### config.mk
export PLATFORM = sky130hd
export DESIGN_NAME = seq_sub_nbit
export DESIGN_NICKNAME = d
export VERILOG_FILES = /design/src/rtl/seq_sub_nbit.sv
export SDC_FILE = /design/constraint.sdc
export NUM_CORES = 1
export LEC_CHECK = 0
export ABC_AREA = 0
export BUFFER_PORTS_ARGS = -buffer_cell sky130_fd_sc_hd__buf_2
export CAP_MARGIN = 20
export CORE_ASPECT_RATIO = 0.7
export CORE_MARGIN = 2
export CORE_UTILIZATION = 51
export DETAILED_ROUTE_END_ITERATION = 16
export PLACE_DENSITY = 0.76
export SKIP_CTS_REPAIR_TIMING = 1
export SYNTH_ARGS = -nofsm -noshare
export SYNTH_HDL_FRONTEND = slang
export SYNTH_SLANG_ARGS = --single-unit
export TNS_END_PERCENT = 100
### constraint.sdc
create_clock -name clk -period 3.5 [get_ports clk]
set_input_delay 0.7 -clock clk [delete_from_list [all_inputs] [get_ports clk]]
set_output_delay 0.7 -clock clk [all_outputs]
set_load 0.02 [all_outputs]
### src/rtl/seq_sub_nbit.sv
// -----------------------------------------------------------------------------
// seq_sub_nbit
//
// Multi-cycle subtractor: Diff = X - Y - Bin (mod 2^WIDTH), CHUNK bits per
// clock. The borrow between chunks is carried in a register, so the logic
// depth per cycle is that of a CHUNK-bit subtractor regardless of WIDTH.
//
// Optional feature macro: SEQ_SUB_OVF_EN
//   defined   -> Ovf port and signed-overflow register are present
//   undefined -> no Ovf port, no overflow logic
//
// Handshakes (both sides): a transfer happens on the rising edge where
// valid and ready are both 1. A producer holds valid and data stable until
// that edge; ready never depends combinationally on valid.
//
// Parameters:
//   WIDTH      operand/result width, >= 1
//   CHUNK      bits per cycle, 1 <= CHUNK <= WIDTH, WIDTH % CHUNK == 0
//
// Ports:
//   clk        rising-edge clock
//   rst_n      asynchronous active-low reset
//   in_valid   operands present on X, Y, Bin
//   in_ready   block can accept operands (IDLE only)
//   X, Y       minuend, subtrahend
//   Bin        borrow-in applied to chunk 0
//   out_valid  result valid (DONE only)
//   out_ready  consumer accepts result
//   state_dbg  current FSM state (0 IDLE, 1 RUN, 2 DONE)
//   Diff       registered difference
//   Bout       registered borrow out of the MSB chunk
//   Ovf        registered signed overflow (SEQ_SUB_OVF_EN only)
// -----------------------------------------------------------------------------
module seq_sub_nbit #(
   parameter int WIDTH = 16,
   parameter int CHUNK = 4
) (
   input  logic             clk,
   input  logic             rst_n,
   input  logic             in_valid,
   output logic             in_ready,
   input  logic [WIDTH-1:0] X,
   input  logic [WIDTH-1:0] Y,
   input  logic             Bin,
   output logic             out_valid,
   input  logic             out_ready,
   output logic [1:0]       state_dbg,
   output logic [WIDTH-1:0] Diff,
   output logic             Bout
`ifdef SEQ_SUB_OVF_EN
   ,
   output logic             Ovf
`endif
);

   localparam int NCH = WIDTH / CHUNK;
   localparam int IW  = (NCH > 1) ? $clog2(NCH) : 1;

   generate
      if (WIDTH < 1 || CHUNK < 1 || CHUNK > WIDTH || (WIDTH % CHUNK) != 0) begin : g_bad_param
         $error("seq_sub_nbit: illegal WIDTH/CHUNK combination");
      end
   endgenerate

   typedef enum logic [1:0] {
      S_IDLE = 2'd0,
      S_RUN  = 2'd1,
      S_DONE = 2'd2
   } state_t;

   state_t           state;
   logic [IW-1:0]    idx;
   logic             borrow;
   logic [WIDTH-1:0] x_q;
   logic [WIDTH-1:0] y_q;
   logic [WIDTH-1:0] acc;      // result under construction, chunk by chunk

   // Current-chunk datapath
   int               base;
   logic [WIDTH-1:0] x_sh;
   logic [WIDTH-1:0] y_sh;
   logic [CHUNK-1:0] x_ch;
   logic [CHUNK-1:0] y_ch;
   logic [CHUNK:0]   sub;
   logic [CHUNK-1:0] d_ch;
   logic             b_ch;
   logic [WIDTH-1:0] chunk_mask;
   logic [WIDTH-1:0] acc_next;
   logic             last;

   always_comb begin
      base       = int'(idx) * CHUNK;
      x_sh       = x_q >> base;
      y_sh       = y_q >> base;
      x_ch       = x_sh[CHUNK-1:0];
      y_ch       = y_sh[CHUNK-1:0];
      // One extra bit on the left: it reads 1 exactly when the chunk
      // difference went negative, i.e. the borrow into the next chunk.
      sub        = {1'b0, x_ch} - {1'b0, y_ch} - {{CHUNK{1'b0}}, borrow};
      d_ch       = sub[CHUNK-1:0];
      b_ch       = sub[CHUNK];
      chunk_mask = {{(WIDTH-CHUNK){1'b0}}, {CHUNK{1'b1}}} << base;
      acc_next   = (acc & ~chunk_mask) |
                   (({{(WIDTH-CHUNK){1'b0}}, d_ch}) << base);
      last       = (idx == IW'(NCH - 1));
   end

   always_ff @(posedge clk or negedge rst_n) begin
      if (!rst_n) begin
         state  <= S_IDLE;
         idx    <= '0;
         borrow <= 1'b0;
         x_q    <= '0;
         y_q    <= '0;
         acc    <= '0;
         Diff   <= '0;
         Bout   <= 1'b0;
`ifdef SEQ_SUB_OVF_EN
         Ovf    <= 1'b0;
`endif
      end else begin
         case (state)
            S_IDLE: begin
               if (in_valid) begin
                  x_q    <= X;
                  y_q    <= Y;
                  borrow <= Bin;
                  idx    <= '0;
                  acc    <= '0;
                  state  <= S_RUN;
               end
            end
            S_RUN: begin
               acc    <= acc_next;
               borrow <= b_ch;
               if (last) begin
                  // Outputs move only here, so they stay put through
                  // DONE, IDLE and the next RUN.
                  idx   <= '0;
                  Diff  <= acc_next;
                  Bout  <= b_ch;
`ifdef SEQ_SUB_OVF_EN
                  Ovf   <= (x_q[WIDTH-1] ^ y_q[WIDTH-1]) &
                           (x_q[WIDTH-1] ^ acc_next[WIDTH-1]);
`endif
                  state <= S_DONE;
               end else begin
                  idx <= idx + IW'(1);
               end
            end
            S_DONE: begin
               if (out_ready) begin
                  state <= S_IDLE;
               end
            end
            default: begin
               state <= S_IDLE;
            end
         endcase
      end
   end

   // Pure state decode: no input reaches these outputs combinationally.
   assign in_ready  = (state == S_IDLE);
   assign out_valid = (state == S_DONE);
   assign state_dbg = state;

endmodule

==> flow_summary.yaml <==
global_route:
  grtUsageTotal_pct: 23.4
  grt_pass1_vias: 2250
  grt_first_pass_wirelength_mm: 11.2
  antenna_found_initial: 0
  grt_overflow_total: 0
  grt_max_degree: 51
die:
  fp.dieArea_um2: 6640
  die_h_um: 68.8
  rows: 23
  core_area_um2: 5760
  initial_core_util_pct: 53.1
  num_io_pins: 58
  die_w_um: 96.5
power:
  power.leakage_nw: 1.92
  power_density_nw_per_um2: 1200
  combPwrFrac_pct: 53.5
  clkPwrFrac_pct: 16.4
  total_power_w: 0.00441
  p_switching_w: 0.00195
  p_seq_share_pct: 30.2
  internal-power_w: 0.00246
  p_sw_share_pct: 44.3
  vdd_drop_max_mv: 0.613
worst_setup_path:
  startpoint_type: "flip-flop"
  endpoint_kind: "flip-flop"
  critPathKind: "reg -> reg"
  reg2reg_to: "Diff[6]"
  r2r-start: "idx[0]"
  cp_max_fo: 8
  crit_arrival_ns: 3.13
  reg2reg_depth: 8
  cp.required_ns: 3.76
  r2r_slack_ns: 0.63
placement:
  numPortBuffers: 57
  gp_congestion: 0.900
  dp.cells: 432
  post-dp-hpwl_mm: 4.86
  place_worst_setup_slack_ns: 0.651
synth:
  synth-async-reset-ratio_pct: 100
  netlist_instances: 310
  yosysWarnings: 0
  yosys.area.top_type: "dfrtp_1"
  synth-seq-cells: 66
  synth.distinct_cells: 29
  synth_edf_count: 0
  synth_nets: 357
  syn_area_per_cell_um2: 9.86
  syn_area_um2: 3060
  synth-seq-area-share_pct: 54.0
  synth_top_area_share_pct: 54.0
  synthTopCellsByArea: "dfrtp_1 (54%), nand2_1 (14%), mux4_2 (4.4%)"
  synth_flop_cell: "dfrtp_1"
clock_network:
  cts_num_sinks: 66
  cts_buffer_depth: 2
  path_clk_slew_ns: 0.07
  clock_latency_ns: 0.34
  cts_buffers: 9
  cts_tree: "yes"
  clock-root-buffer: "clkbuf_8"
  htreeDepth: 3
route:
  ant_nets: 0
  finalWirelength_mm: 6.84
  first_iter_violations: 173
  drt_pass1_iterations: 4
  drc_errors: 0
  num_vias: 2365
  vias_per_cell: 5.27
  wl_per_cell_um: 15.2
final_layout:
  synthToLayoutAreaGrowth_pct: 20.2
  final_cell_mix: "nand2_1 (114), dfrtp_1 (66), buf_2 (57)"
  drive_gt1_share_pct: 23.8
  finalNonFillerCells: 449
  final_common_cell: "nand2_1"
  nets: 416
  antenna_cells: 0
sta:
  max_slew_margin_pct: 56.4
  setup_viol: 0
  rsz0062_at_grt: "no"
  finalMaxSlewViolations: 0
  whs_ns: 0.265
  hold_violations: 0
  fmax_ghz: 0.349
  worst_pin_slew_ns: 0.650
  setup_tns_ns: 0
  fin_crit_ns: 2.87
  final.setup_skew_ns: 0.00492
  min_period_over_period_pct: 82.0
  finalWorstSetupSlack_ns: 0.631
job:
  max_cap_viol_count: 0
worst_hold_path:
  hp-class: "in -> async"
status:
  outcome: "finished clean"
==> power groups by stage <==
stage | registers, W | logic, W | clock network (W)
after floorplan | 0.00134 | 0.00162 | 0
after CTS | 0.00133 | 0.00232 | 0.000733
final | 0.00133 | 0.00236 | 0.000721
after global placement | 0.00132 | 0.00221 | 0
after global routing | 0.00137 | 0.00261 | 0.000775
after detailed placement | 0.00133 | 0.00230 | 0
==> cell usage after synthesis, drive strengths merged, types with 4 or more instances <==
| master | count |
|---|---|
| o21ai | 12 |
| inv | 16 |
| o31ai | 6 |
| a21oi | 13 |
| clkbuf | 11 |
| nor3b | 4 |
| nor2b | 5 |
| ha | 8 |
| mux4 | 8 |
| dfrtp | 66 |
| buf | 5 |
| nor2 | 7 |
| a22o | 12 |
| nand2 | 114 |
==> cell type report <==
cell class	instances	area, um2
fill	468	2080
sequential	66	1650
multi-input combinational	212	1280
timing repair buffer	64	358
clock buffer	12	155
tap	75	93.8
clock inverter	4	73.8
inverter	16	60.1
==> through the flow <==
stage          util [%]  area, um2
6_report           63.8       3670
3_3_place_gp       59.4       3420
2_1_floorplan         -       3060
3_5_place_dp       59.4       3420
5_1_grt            63.8       3670
4_1_cts            63.4       3650
==> worst max-delay path, cell delays in order, from the launching register on <==
cell     delay (ns)
dfrtp_1        0.60
mux4_2         0.56
inv_1          0.09
fa_1           0.20
inv_1          0.07
fa_1           0.42
xnor2_1        0.54
a21oi_1        0.15
o21ai_0        0.16
==> worst max-delay path by stage <==
stage	startpoint	endpoint	slack, ns
floorplan	idx[1]	Diff[2]	0.84
CTS	idx[0]	Diff[6]	0.64
finish	idx[0]	Diff[6]	0.63
global placement	idx[0]	Diff[2]	0.72
global route	idx[0]	Diff[2]	0.38
detailed placement	idx[0]	Diff[6]	0.65
==> metal layers <==
layer / GRT usage [%] / wire length, um / up-vias
li1: - / - / 1149
met1: 34.0 / 3350 / 1131
met2: 33.4 / 2890 / 77
met3: 6.85 / 526 / 8
met4: 8.80 / 76 / 0
met5: 0 / 0 / -
==> state kept, by name, indices dropped and copies added (netlist names) <==
signal and count:
Diff 16, borrow 1, state_dbg 2, x_q 16, y_q 16, idx 2
Bout 1, acc 12
==> cell families (layout without fill, tap and decap cells) <==
family / after synthesis / in the layout / share of synthesized area (%)
buf+inv: 32 / 96 / 4.18
compound gates: 50 / 50 / 10.8
xor+xnor: 4 / 4 / 1.15
flops: 66 / 66 / 54.0
simple gates: 138 / 138 / 18.4
mux: 10 / 10 / 6.88
fa+ha+maj: 10 / 10 / 4.58
(Power assumes the default switching activity.)
